===== src/rtl/seg_capture_pkg.sv =====
// seg_capture_pkg: shared tracker states and the active-low hex glyph table.
package seg_capture_pkg;
   typedef enum logic [1:0] {IDLE, TRACK, HOLD} state_t;
   localparam logic [6:0] SEG_BLANK = 7'h7F;
   // Segment order {a,b,c,d,e,f,g}, active-low; entry i is the glyph for hex value i.
   localparam logic [6:0] SEG_GLYPH [16] = '{
      7'b0000001, 7'b1001111, 7'b0010010, 7'b0000110,
      7'b1001100, 7'b0100100, 7'b0100000, 7'b0001111,
      7'b0000000, 7'b0000100, 7'b0001000, 7'b1100000,
      7'b0110001, 7'b1000010, 7'b0110000, 7'b0111000
   };
endpackage


===== src/rtl/seg_capture_seg2bin.sv =====
// seg2bin: combinational decode of an active-low 7-segment pattern to hex.
module seg2bin
   import seg_capture_pkg::*;
(
   input  logic [6:0] seg,
   output logic [3:0] bin,
   output logic       hit,
   output logic       blank
);
   always_comb begin
      bin = '0;
      hit = 1'b0;
      for (int i = 0; i < 16; i++)
         if (seg == SEG_GLYPH[i]) begin
            bin = 4'(i);
            hit = 1'b1;
         end
      blank = seg == SEG_BLANK;
   end
endmodule


===== src/rtl/seg_capture.sv =====
// seg_capture: debounces a multiplexed common-anode 7-segment bus and stores
// the decoded hex value of each digit position once its pattern is stable.
module seg_capture
   import seg_capture_pkg::*;
#(
   parameter int N_DIGITS   = 8,
   parameter int STABLE_CNT = 4
) (
   input  logic                  clk,
   input  logic                  rst,
   input  logic                  en,
   input  logic [6:0]            seg,
   input  logic [N_DIGITS-1:0]   anode,
   output logic [4*N_DIGITS-1:0] digits,
   output logic [N_DIGITS-1:0]   valid,
   output logic                  upd,
   output logic                  err
);
   localparam int KW = N_DIGITS > 1 ? $clog2(N_DIGITS) : 1;

   state_t                state, state_n;
   logic [7:0]            cnt, cnt_n;
   logic [KW-1:0]         prev_k, prev_k_n, k;
   logic [6:0]            prev_seg, prev_seg_n;
   logic [N_DIGITS-1:0]   sel, valid_n;
   logic [4*N_DIGITS-1:0] digits_n;
   logic [3:0]            bin;
   logic                  legal, same, cap, hit, blank, upd_n, err_n;

   assign sel   = ~anode;
   assign legal = |sel && ~|(sel & (sel - 1'b1));
   assign same  = k == prev_k && seg == prev_seg;

   always_comb begin
      k = '0;
      for (int i = 0; i < N_DIGITS; i++)
         if (sel[i]) k = KW'(i);
   end

   // Capture always fires on a sample equal to the new prev_*, so decoding the live seg is exact.
   seg2bin u_dec (.seg(seg), .bin(bin), .hit(hit), .blank(blank));

   always_comb begin
      state_n    = state;
      cnt_n      = cnt;
      prev_k_n   = prev_k;
      prev_seg_n = prev_seg;
      cap        = 1'b0;
      if (en && !legal) begin
         state_n = IDLE;
         cnt_n   = '0;
      end else if (en && (state == IDLE || !same)) begin
         prev_k_n   = k;
         prev_seg_n = seg;
         cnt_n      = 8'd1;
         cap        = STABLE_CNT == 1;
         state_n    = cap ? HOLD : TRACK;
      end else if (en && state == TRACK) begin
         cnt_n   = cnt + 8'd1;
         cap     = cnt_n == 8'(STABLE_CNT);
         state_n = cap ? HOLD : TRACK;
      end
   end

   always_comb begin
      digits_n = digits;
      valid_n  = valid;
      upd_n    = 1'b0;
      err_n    = 1'b0;
      if (cap) begin
         upd_n      = hit ? (!valid[k] || digits[k*4 +: 4] != bin) : (blank && valid[k]);
         err_n      = !hit && !blank;
         valid_n[k] = hit;
         if (hit) digits_n[k*4 +: 4] = bin;
      end
   end

   always_ff @(posedge clk or posedge rst)
      if (rst) begin
         state    <= IDLE;
         cnt      <= '0;
         prev_k   <= '0;
         prev_seg <= SEG_BLANK;
         digits   <= '0;
         valid    <= '0;
         upd      <= 1'b0;
         err      <= 1'b0;
      end else begin
         state    <= state_n;
         cnt      <= cnt_n;
         prev_k   <= prev_k_n;
         prev_seg <= prev_seg_n;
         digits   <= digits_n;
         valid    <= valid_n;
         upd      <= upd_n;
         err      <= err_n;
      end
endmodule


===== config.mk =====
export PLATFORM = sky130hd
export DESIGN_NAME = seg_capture
export DESIGN_NICKNAME = d
export VERILOG_FILES = /design/src/rtl/seg_capture_pkg.sv /design/src/rtl/seg_capture_seg2bin.sv /design/src/rtl/seg_capture.sv
export SDC_FILE = /design/constraint.sdc
export NUM_CORES = 1
export LEC_CHECK = 0
export CAP_MARGIN = 20
export CORE_ASPECT_RATIO = 1.4
export CORE_MARGIN = 3
export CORE_UTILIZATION = 51
export CTS_BUF_LIST = sky130_fd_sc_hd__clkbuf_8
export DETAILED_ROUTE_END_ITERATION = 6
export PLACE_DENSITY_LB_ADDON = 0.05
export SETUP_SLACK_MARGIN = 0.4
export SYNTH_ARGS = -nofsm -noshare
export SYNTH_HDL_FRONTEND = slang
export SYNTH_HIERARCHICAL = 1
export SYNTH_SLANG_ARGS = --single-unit

===== constraint.sdc =====
create_clock -name clk -period 2.5 [get_ports clk]
set_input_delay 0.25 -clock clk [delete_from_list [all_inputs] [get_ports clk]]
set_output_delay 0.25 -clock clk [all_outputs]
set_load 0.005 [all_outputs]

==> qor.csv, run 1 <==
metric,value,unit
status,finished with violations,
failing checks,negative setup slack,
launch point of the worst path,prev_seg[4],
vias in the first global route,3747,
Mapped Cells,399,
row cnt,37,
CP Launch Type,register,
Final Hold Fails,0,
Die Span Y,111,um
Worst VDD drop,374,uV
GP Congestion,0.947,
Slew HR,47.5,%
starting density of the core,53.4,%
via-per-instance ratio,5.81,
post-route ant nets,0,
Synth Net Count,423,
Critical Path End Type,register,
final setup violation count,48,
antenna violations before repair,0,
DIE AREA,8920,sq um
multi-input logic area,2580,sq um
# clock sinks,62,
"Primary FF master, synth",dfrtp_1,
Worst Path Required,2.74,ns
post-route setup slack,-0.309,ns
Leak Pwr,2.76,nW
fmax,356,MHz
fraction of layout cells with a size suffix above 1,37.6,%
R2R depth,7,
Post-synth EDFFs,0,
DIE WIDTH,80.7,um
"FFs w/ async S/R, synth",100,%
IO buf count,59,
Worst Clk Skew,0.0147,ns
period utilisation layout,112,%
total number of yosys warnings,6,
R2R setup slack,-0.31,ns
Total Routed Length,12000,um
worst-skew pair later-pin latency,0.36,ns
DRT iter0 DRCs,260,
Crit path arrival time,3.05,ns
DR pass1 iterations,6,
Sequential Area,1560,sq um
RSZ-0062 raised after global routing,true,
Worst Tran Pin Value,0.776,ns
total number of vias,3762,
post-synthesis sequential area ratio,39.2,%
Top Ports,60,
Bufs on Longest Clock Path,2,
CP max FO,6,
ANT cells,0,
critical path type,register to register,
synthesis-stage register bit count,62,
pwr dens,433,nW/um^2
Final Critical Period,2.81,ns
Fill cells,480,
Inserted Clock Buffers,9,
first-pass GRT wire length,19400,um
CTS tree,done,
clock-pin slew on the worst setup and hold paths,0.08,ns
H-tree depth,3,
HPWL Detailed,8870,um
core box area,7450,sq um
largest net degree at the start of global routing,40,
Syn Std Cell Area,3980,sq um
Mean Syn Cell Area,9.98,sq um
hold crit path type,input pin to async pin,
pre-CTS WS,-0.511,ns
root buf cell,clkbuf_8,
grt ovf,0,
Final #Nets,569,
Critical R2R Launch,prev_seg[4],
post-DR wirelength/cell,18.5,um
number of max-cap violations,0,
gr usage total,28.1,%
"Area growth, synth to finish",48.5,%
drt drc,0,
post-synthesis cell type count,70,
WHS,0.235,ns
max-slew violations,0,
sequential cells by signal (all words and copies together) (netlist names):
signal,count
cnt,8
digits,32
upd,1
valid,8
prev_k,3
err,1
state,2
prev_seg,7
per-stage QoR:
step                area (sq um)  TNS, ns  utilization [%]  std cells  power (W)
finish                      5920    -9.22             79.4        647    0.00256
global route                5920   -11.94             79.4        647    0.00267
CTS                         5770    -7.24             77.4        640    0.00252
detailed placement          5420   -19.64             72.7        622    0.00160
global placement            5420   -16.22             72.7        622    0.00159
floorplan                   4190    -1.42                -        399    0.00141
cell usage in the layout (no fill, tap or decap), types with 4 or more instances in the layout:
cell type	count
a211oi_1	5
a21oi_1	11
a31oi_1	4
and3_1	14
buf_4	85
buf_6	13
clkbuf_8	10
clkdlybuf4s50_1	57
dfrtp_1	55
dfstp_2	7
ha_1	5
inv_1	16
mux2_1	5
mux2_4	33
mux2i_1	14
nand2_1	28
nand3_1	16
nand4_1	10
nor2_1	17
nor2_4	10
nor3_1	6
o21ai_0	7
xnor2_1	11
xor2_1	11
cells in the mapped netlist, types with 4 or more instances:
| cell type | instances | share of area (%) |
|---|---|---|
| nand3_1 | 18 | 2.3 |
| and3_1 | 14 | 2.2 |
| clkbuf_1 | 11 | 1.0 |
| xor2_1 | 11 | 2.4 |
| a31oi_1 | 4 | 0.63 |
| dfrtp_1 | 55 | 35 |
| dfstp_2 | 7 | 4.6 |
| o21ai_0 | 10 | 1.3 |
| mux2i_1 | 14 | 3.5 |
| nand4_1 | 10 | 1.6 |
| xnor2_1 | 13 | 2.9 |
| nor3_1 | 8 | 1.0 |
| buf_2 | 4 | 0.50 |
| and4b_1 | 4 | 1.0 |
| nand2_1 | 31 | 2.9 |
| ha_1 | 6 | 1.9 |
| inv_1 | 15 | 1.4 |
| a21oi_1 | 13 | 1.6 |
| mux2_2 | 15 | 4.2 |
| mux2_4 | 4 | 1.5 |
| a211oi_1 | 5 | 0.94 |
| nor2b_1 | 4 | 0.63 |
| nor2_1 | 29 | 2.7 |
| mux2_1 | 22 | 6.2 |
power breakdown:
part	leakage, nW	internal [W]	total, W	switching [W]
clock network	0.105	0.000477	0.000898	0.000422
logic	1.87	0.000277	0.000543	0.000266
registers	0.785	0.00107	0.00112	0.0000461
layout make-up:
cell class,instances,area share (%)
Sequential cell,62,26.4
Inverter,17,1.08
Timing Repair Buffer,158,23.5
Clock inverter,6,0.931
Clock buffer,10,2.33
Tap cell,97,2.05
Multi-Input combinational cell,297,43.7
worst max-delay path: stages (launching register included):
cell and delay, ns:
dfstp_2 0.55, xnor2_2 0.10, o21ai_1 0.08, or4_4 0.57, o41ai_4 0.30, nor3b_4 0.40
and4b_2 0.37, mux2_4 0.31
logic make-up (layout without fill, tap and decap cells):
kind of cell	Yosys count	after routing	share of synthesized area, %
and+or+nand+nor	155	155	23.1
DFF	62	62	39.2
AOI/OAI and AO/OA	57	57	10.3
muxes	55	55	15.5
buffers and inverters	40	191	4.74
xor gates and xnor gates	24	24	5.28
adders and majority gates	6	6	1.88
final timing paths:
kind                               end
max                         digits[25]
min                             cnt[0]
max reg2reg                 digits[25]
min reg2reg                   valid[3]
max in group asynchronous  prev_seg[2]
min in group clk              valid[3]
metal layers:
metal,track usage [%],vias up,part of all wire (%)
li1,-,1735,-
met1,33.9,1853,39
met2,49.1,141,53
met3,4.98,33,4.8
met4,10.1,0,2.9
met5,0,-,0
timing repair:
action | 4_1_cts | 5_1_grt
setup endpoints to repair | 60 | 62
pin swaps | 9 | 11
buffers inserted | 2 | 7
gates resized for setup | 42 | 23
hold buffers | 0 | 0
Power figures use the tool's default switching activity.
==> inputs of run 2 (changes only) <==
--- a/config.mk
+++ b/config.mk
@@ -13,3 +13,3 @@
 export DETAILED_ROUTE_END_ITERATION = 6
-export PLACE_DENSITY_LB_ADDON = 0.05
+export PLACE_DENSITY = 0.79
 export SETUP_SLACK_MARGIN = 0.4
--- a/constraint.sdc
+++ b/constraint.sdc
@@ -3,2 +3,2 @@
 set_output_delay 0.25 -clock clk [all_outputs]
-set_load 0.005 [all_outputs]
+set_load 0.02 [all_outputs]
==> qor.csv, run 2 (same netlist as run 1, synthesis figures left out) <==
metric,value,unit,change
IO buf count,59,,unchanged
number of max-cap violations,0,,unchanged
core box area,7450,sq um,unchanged
# clock sinks,62,,unchanged
Top Ports,60,,unchanged
vias in the first global route,3875,,was 3747
Max stage delay on crit path,0.55,ns,was 0.57 ns
Die Span Y,111,um,unchanged
Final Hold Fails,0,,unchanged
Fill cells,457,,was 480
antenna violations before repair,0,,unchanged
pre-CTS WS,-0.516,ns,was -0.511 ns
Bufs on Longest Clock Path,2,,unchanged
"Area growth, synth to finish",50.8,%,was 48.5%
ANT cells,0,,unchanged
CP Launch Type,register,,unchanged
pwr dens,421,nW/um^2,was 433 nW/um^2
CP max FO,5,,was 6
"most common cell after layout, fill and taps aside",buf_4,,unchanged
Worst VDD drop,464,uV,was 374 uV
starting density of the core,53.4,%,unchanged
Total Routed Length,12400,um,was 12000 um
Worst Clk Skew,0.00794,ns,was 0.0147 ns
largest net degree at the start of global routing,36,,was 40
clock-pin slew on the worst setup and hold paths,0.06,ns,was 0.08 ns
crit path to,valid[0],,was digits[25]
row cnt,37,,unchanged
max-slew violations,0,,unchanged
total number of vias,3820,,was 3762
critical path type,register to register,,unchanged
Regs by FF count,"digits x32, cnt x8, valid x8",,unchanged
failing checks,negative setup slack,,unchanged
CTS tree,done,,unchanged
drt drc,0,,unchanged
DR pass1 iterations,5,,was 6
"Cell Chain, Critical Path",xnor2_1 -> o21ai_1 -> or4_4 -> o41ai_4 -> buf_4 -> or3b_4 -> nor2_1 -> mux2_1,,was xnor2_2 -> o21ai_1 -> or4_4 -> o41ai_4 -> nor3b_4 -> and4b_2 -> mux2_4
gr usage total,27.7,%,was 28.1%
Worst Path Required,2.72,ns,was 2.74 ns
Worst Tran Pin Value,0.612,ns,was 0.776 ns
Final Util,80.6,%,was 79.4%
post-route ant nets,0,,unchanged
total power,0.00253,W,was 0.00256 W
Crit path arrival time,2.97,ns,was 3.05 ns
grt ovf,0,,unchanged
period utilisation layout,110,%,was 112%
fmax,364,MHz,was 356 MHz
final setup violation count,45,,was 48
root buf cell,clkbuf_8,,unchanged
"commonest cells after routing, fill and taps aside","buf_4 (81), clkdlybuf4s50_1 (56), dfrtp_1 (55)",,"was buf_4 (85), clkdlybuf4s50_1 (57), dfrtp_1 (55)"
Final Critical Period,2.75,ns,was 2.81 ns
status,finished with violations,,unchanged
worst-skew pair later-pin latency,0.35,ns,was 0.36 ns
max reg flops,32,,unchanged
DIE AREA,8920,sq um,unchanged
fraction of layout cells with a size suffix above 1,39.6,%,was 37.6%
post-route setup slack,-0.249,ns,was -0.309 ns
first-pass GRT wire length,19100,um,was 19400 um
HPWL Detailed,8760,um,was 8870 um
WHS,0.293,ns,was 0.235 ns
Critical-path top delay cell,or4_4,,unchanged
cell family with most CP delay,simple AND/OR/NAND/NOR gates,,unchanged
via-per-instance ratio,5.92,,was 5.81
Crit Reg-Reg Endpoint,valid[0],,was digits[25]
R2R depth,8,,was 7
Slew HR,59.1,%,was 47.5%
H-tree depth,3,,unchanged
GP Congestion,0.959,,was 0.947
Inserted Clock Buffers,9,,unchanged
Levels on crit path,8,,was 7
post-DR wirelength/cell,19.3,um,was 18.5 um
WP buf/inv,1,,was 0
Leak Pwr,2.76,nW,about the same
Final #Nets,569,,unchanged
DRT iter0 DRCs,237,,was 260
DIE WIDTH,80.7,um,unchanged
RSZ-0062 raised after global routing,true,,unchanged
R2R setup slack,-0.25,ns,was -0.31 ns
Critical Path End Type,register,,unchanged
Critical R2R Launch,prev_seg[4],,unchanged
hold crit path type,input pin to async pin,,unchanged
launch point of the worst path,prev_seg[4],,unchanged
most flop-heavy register,digits,,unchanged
-- run 2: cell count changes in the layout (fill, tap and decap cells not counted), sizes merged --
cell | before | now
clkbuf | 10 | 11
clkdlybuf4s50 | 57 | 56
clkinv | 2 | 0
clkinvlp | 1 | 0
dlygate4sd2 | 2 | 1
dlymetal6s2s | 0 | 2
-- run 2: power breakdown --
group	internal, W	switching, W
registers	0.00108	0.0000438
logic	0.000276	0.000273
clock network	0.000496	0.000364
total	0.00185	0.000681
-- run 2: metrics by stage --
| step | cell area (sq um) | TNS, ns | instances |
|---|---|---|---|
| floorplan | 4190 | -1.42 | 399 |
| global placement | 5370 | -15.57 | 616 |
| detailed placement | 5370 | -19.47 | 616 |
| CTS | 5750 | -4.63 | 636 |
| global route | 6010 | -7.90 | 645 |
| finish | 6010 | -4.70 | 645 |
-- run 2: repair_timing --
item / in CTS / in global routing
pin swaps: 5 / 11
buffers inserted: 6 / 9
gates resized for setup: 44 / 45
hold buffers: 0 / 0
setup endpoints to repair: 60 / 62
-- run 2: area by class of cell --
class	instances	area [sq um]	area share, %
clock buffers	11	151	2.52
multi-input cells	297	2660	44.2
inverters	17	63.8	1.06
flip-flops and latches	62	1560	26.0
clock inverters	3	37.5	0.625
well taps	97	121	2.02
repair buffers	158	1420	23.6
-- run 2: worst min-delay path by stage --
| stage | start | endpoint | slack (ns) |
|---|---|---|---|
| 2_1_floorplan | en | cnt[0] | 0.36 |
| 6_report | rst | cnt[3] | 0.29 |
| 5_1_grt | rst | cnt[5] | 0.33 |
| 3_5_place_dp | valid[5] | valid[5] | 0.51 |
| 4_1_cts | rst | cnt[4] | 0.30 |
| 3_3_place_gp | digits[0] | digits[0] | 0.51 |
-- run 2: per-layer routing --
metal  vias up  track usage (%)  share of wire, %
met3        52             5.71               4.5
li1       1741                -                 -
met1      1878             30.8                37
met2       149             48.2                54
met5         -                0                 0
met4         0             14.4               4.8
==> inputs of run 3 (changes only) <==
Settings changed: CORE_UTILIZATION 51 to 56, PLACE_DENSITY 0.79 to 0.82.
Clock period 2.5 ns to 2.8 ns, I/O delays scaled along.
==> qor.csv, run 3 (same netlist as run 1, synthesis figures left out) <==
metric,value,unit,change
Top Layer Used,met4,,unchanged
DR pass1 iterations,5,,unchanged
CTS tree,done,,unchanged
# hold bufs at CTS,0,,unchanged
Final Hold Fails,0,,unchanged
Levels on crit path,7,,was 8
max-slew violations,0,,unchanged
pre-CTS WS,-0.239,ns,was -0.516 ns
total number of vias,3708,,was 3820
WL met2,6270,um,was 6700 um
Final Critical Period,2.73,ns,was 2.75 ns
starting density of the core,59.1,%,was 53.4%
Critical-path top delay cell,dfstp_2,,was or4_4
IO buf count,59,,unchanged
core box area,6740,sq um,was 7450 sq um
row cnt,35,,was 37
first-pass GRT wire length,19200,um,was 19100 um
root buf cell,clkbuf_8,,unchanged
# clock sinks,62,,unchanged
DIE WIDTH,77.3,um,was 80.7 um
final setup violation count,0,,was 45
post-route ant nets,0,,unchanged
gr usage total,29.9,%,was 27.7%
worst-skew pair later-pin latency,0.35,ns,about the same
largest net degree at the start of global routing,27,,was 36
Worst Clk Skew,0.0142,ns,was 0.00794 ns
clock-pin slew on the worst setup and hold paths,0.08,ns,was 0.06 ns
vias in the first global route,3828,,was 3875
H-tree depth,3,,unchanged
Slew HR,64.7,%,was 59.1%
WL met3,593,um,was 558 um
most flop-heavy register,digits,,unchanged
multi-input logic area,2510,sq um,was 2660 sq um
Bufs on Longest Clock Path,2,,unchanged
Die Span Y,106,um,was 111 um
pwr dens,413,nW/um^2,was 421 nW/um^2
Critical R2R Launch,prev_seg[4],,unchanged
RSZ-0062 raised after global routing,true,,unchanged
Final Util,83.4,%,was 80.6%
Worst Path Required,3.03,ns,was 2.72 ns
max reg flops,32,,unchanged
Crit path arrival time,2.96,ns,was 2.97 ns
Fill cells,413,,was 457
fmax,366,MHz,was 364 MHz
via-per-instance ratio,6.02,,was 5.92
wl on met1,4460,um,was 4570 um
Worst VDD drop,400,uV,was 464 uV
total power,0.00232,W,was 0.00253 W
Critical Path End Type,register,,unchanged
DRT iter0 DRCs,259,,was 237
Max stage delay on crit path,0.55,ns,about the same
status,completed,,was finished with violations
"most common cell after layout, fill and taps aside",buf_4,,unchanged
WP buf/inv,0,,was 1
Leak Pwr,2.61,nW,was 2.76 nW
hold crit path type,input pin to async pin,,unchanged
number of max-cap violations,0,,unchanged
period utilisation layout,97.6,%,was 110%
"commonest cells after routing, fill and taps aside","buf_4 (70), clkdlybuf4s50_1 (56), dfrtp_1 (55)",,"was buf_4 (81), clkdlybuf4s50_1 (56), dfrtp_1 (55)"
CP max FO,5,,unchanged
Final #Nets,543,,was 569
CP Launch Type,register,,unchanged
post-route setup slack,0.0674,ns,was -0.249 ns
"Area growth, synth to finish",41.1,%,was 50.8%
drt drc,0,,unchanged
antenna violations before repair,0,,unchanged
Inserted Clock Buffers,9,,unchanged
critical path type,register to register,,unchanged
launch point of the worst path,prev_seg[4],,unchanged
Worst Tran Pin Value,0.530,ns,was 0.612 ns
R2R depth,7,,was 8
Regs by FF count,"digits x32, cnt x8, valid x8",,unchanged
fraction of layout cells with a size suffix above 1,33.8,%,was 39.6%
Top Ports,60,,unchanged
HPWL Detailed,8730,um,was 8760 um
"Cell Chain, Critical Path",xnor2_2 -> o21ai_1 -> or4_4 -> o41ai_4 -> nor3b_4 -> and4b_2 -> mux2_4,,was xnor2_1 -> o21ai_1 -> or4_4 -> o41ai_4 -> buf_4 -> or3b_4 -> nor2_1 -> mux2_1
Total Routed Length,12000,um,was 12400 um
ANT cells,0,,unchanged
post-DR wirelength/cell,19.5,um,was 19.3 um
DIE AREA,8180,sq um,was 8920 sq um
grt ovf,0,,unchanged
Sequential Area,1560,sq um,unchanged
GP Congestion,0.967,,was 0.959
cell family with most CP delay,simple AND/OR/NAND/NOR gates,,unchanged
run 3: layer usage:
| metal | vias up | track usage (%) |
|---|---|---|
| met3 | 51 | 5.21 |
| li1 | 1687 | - |
| met1 | 1821 | 33.4 |
| met2 | 149 | 51.5 |
| met4 | 0 | 20.2 |
| met5 | - | 0 |
run 3: area by class of cell:
type | instances | area share [%]
multi-input cells | 297 | 44.7
flip-flops and latches | 62 | 27.8
repair buffers | 132 | 20.5
clock buffers | 9 | 2.20
well taps | 92 | 2.05
clock inverters | 7 | 1.60
inverters | 17 | 1.20
run 3: final timing paths:
kind	end	slack [ns]
worst max-delay path	digits[27]	0.07
worst max register to register	digits[27]	0.07
min in group clk	digits[0]	0.53
max in group asynchronous	digits[15]	1.89
worst min-delay path	digits[1]	0.24
worst min register to register	digits[0]	0.53
run 3: worst reg2reg max path, cell delays in order (launching register included):
cell and delay, ns:
dfstp_2 0.55, xnor2_2 0.10, o21ai_1 0.08, or4_4 0.54, o41ai_4 0.28, nor3b_4 0.33, and4b_2 0.40, mux2_4 0.33
run 3: report_power, final:
part | switching, W | internal [W]
Clock | 0.000382 | 0.000496
Combinational | 0.000228 | 0.000218
Sequential | 0.0000371 | 0.000959
run 3: metrics by stage:
stage | cell area, sq um | hold slack [ns] | std cells | setup TNS (ns)
floorplan | 4170 | 0.387 | 399 | 0
global placement | 5210 | 0.501 | 592 | -3.84
detailed placement | 5210 | 0.513 | 592 | -6.54
CTS | 5510 | 0.237 | 614 | 0
global route | 5620 | 0.258 | 616 | -0.384
finish | 5620 | 0.236 | 616 | 0
run 3: timing repair:
action                                  4_1_cts  5_1_grt
pin swaps                                     3        4
endpoints found under the setup margin       43       53
gates resized for setup                      14       23
buffers inserted                              6        2
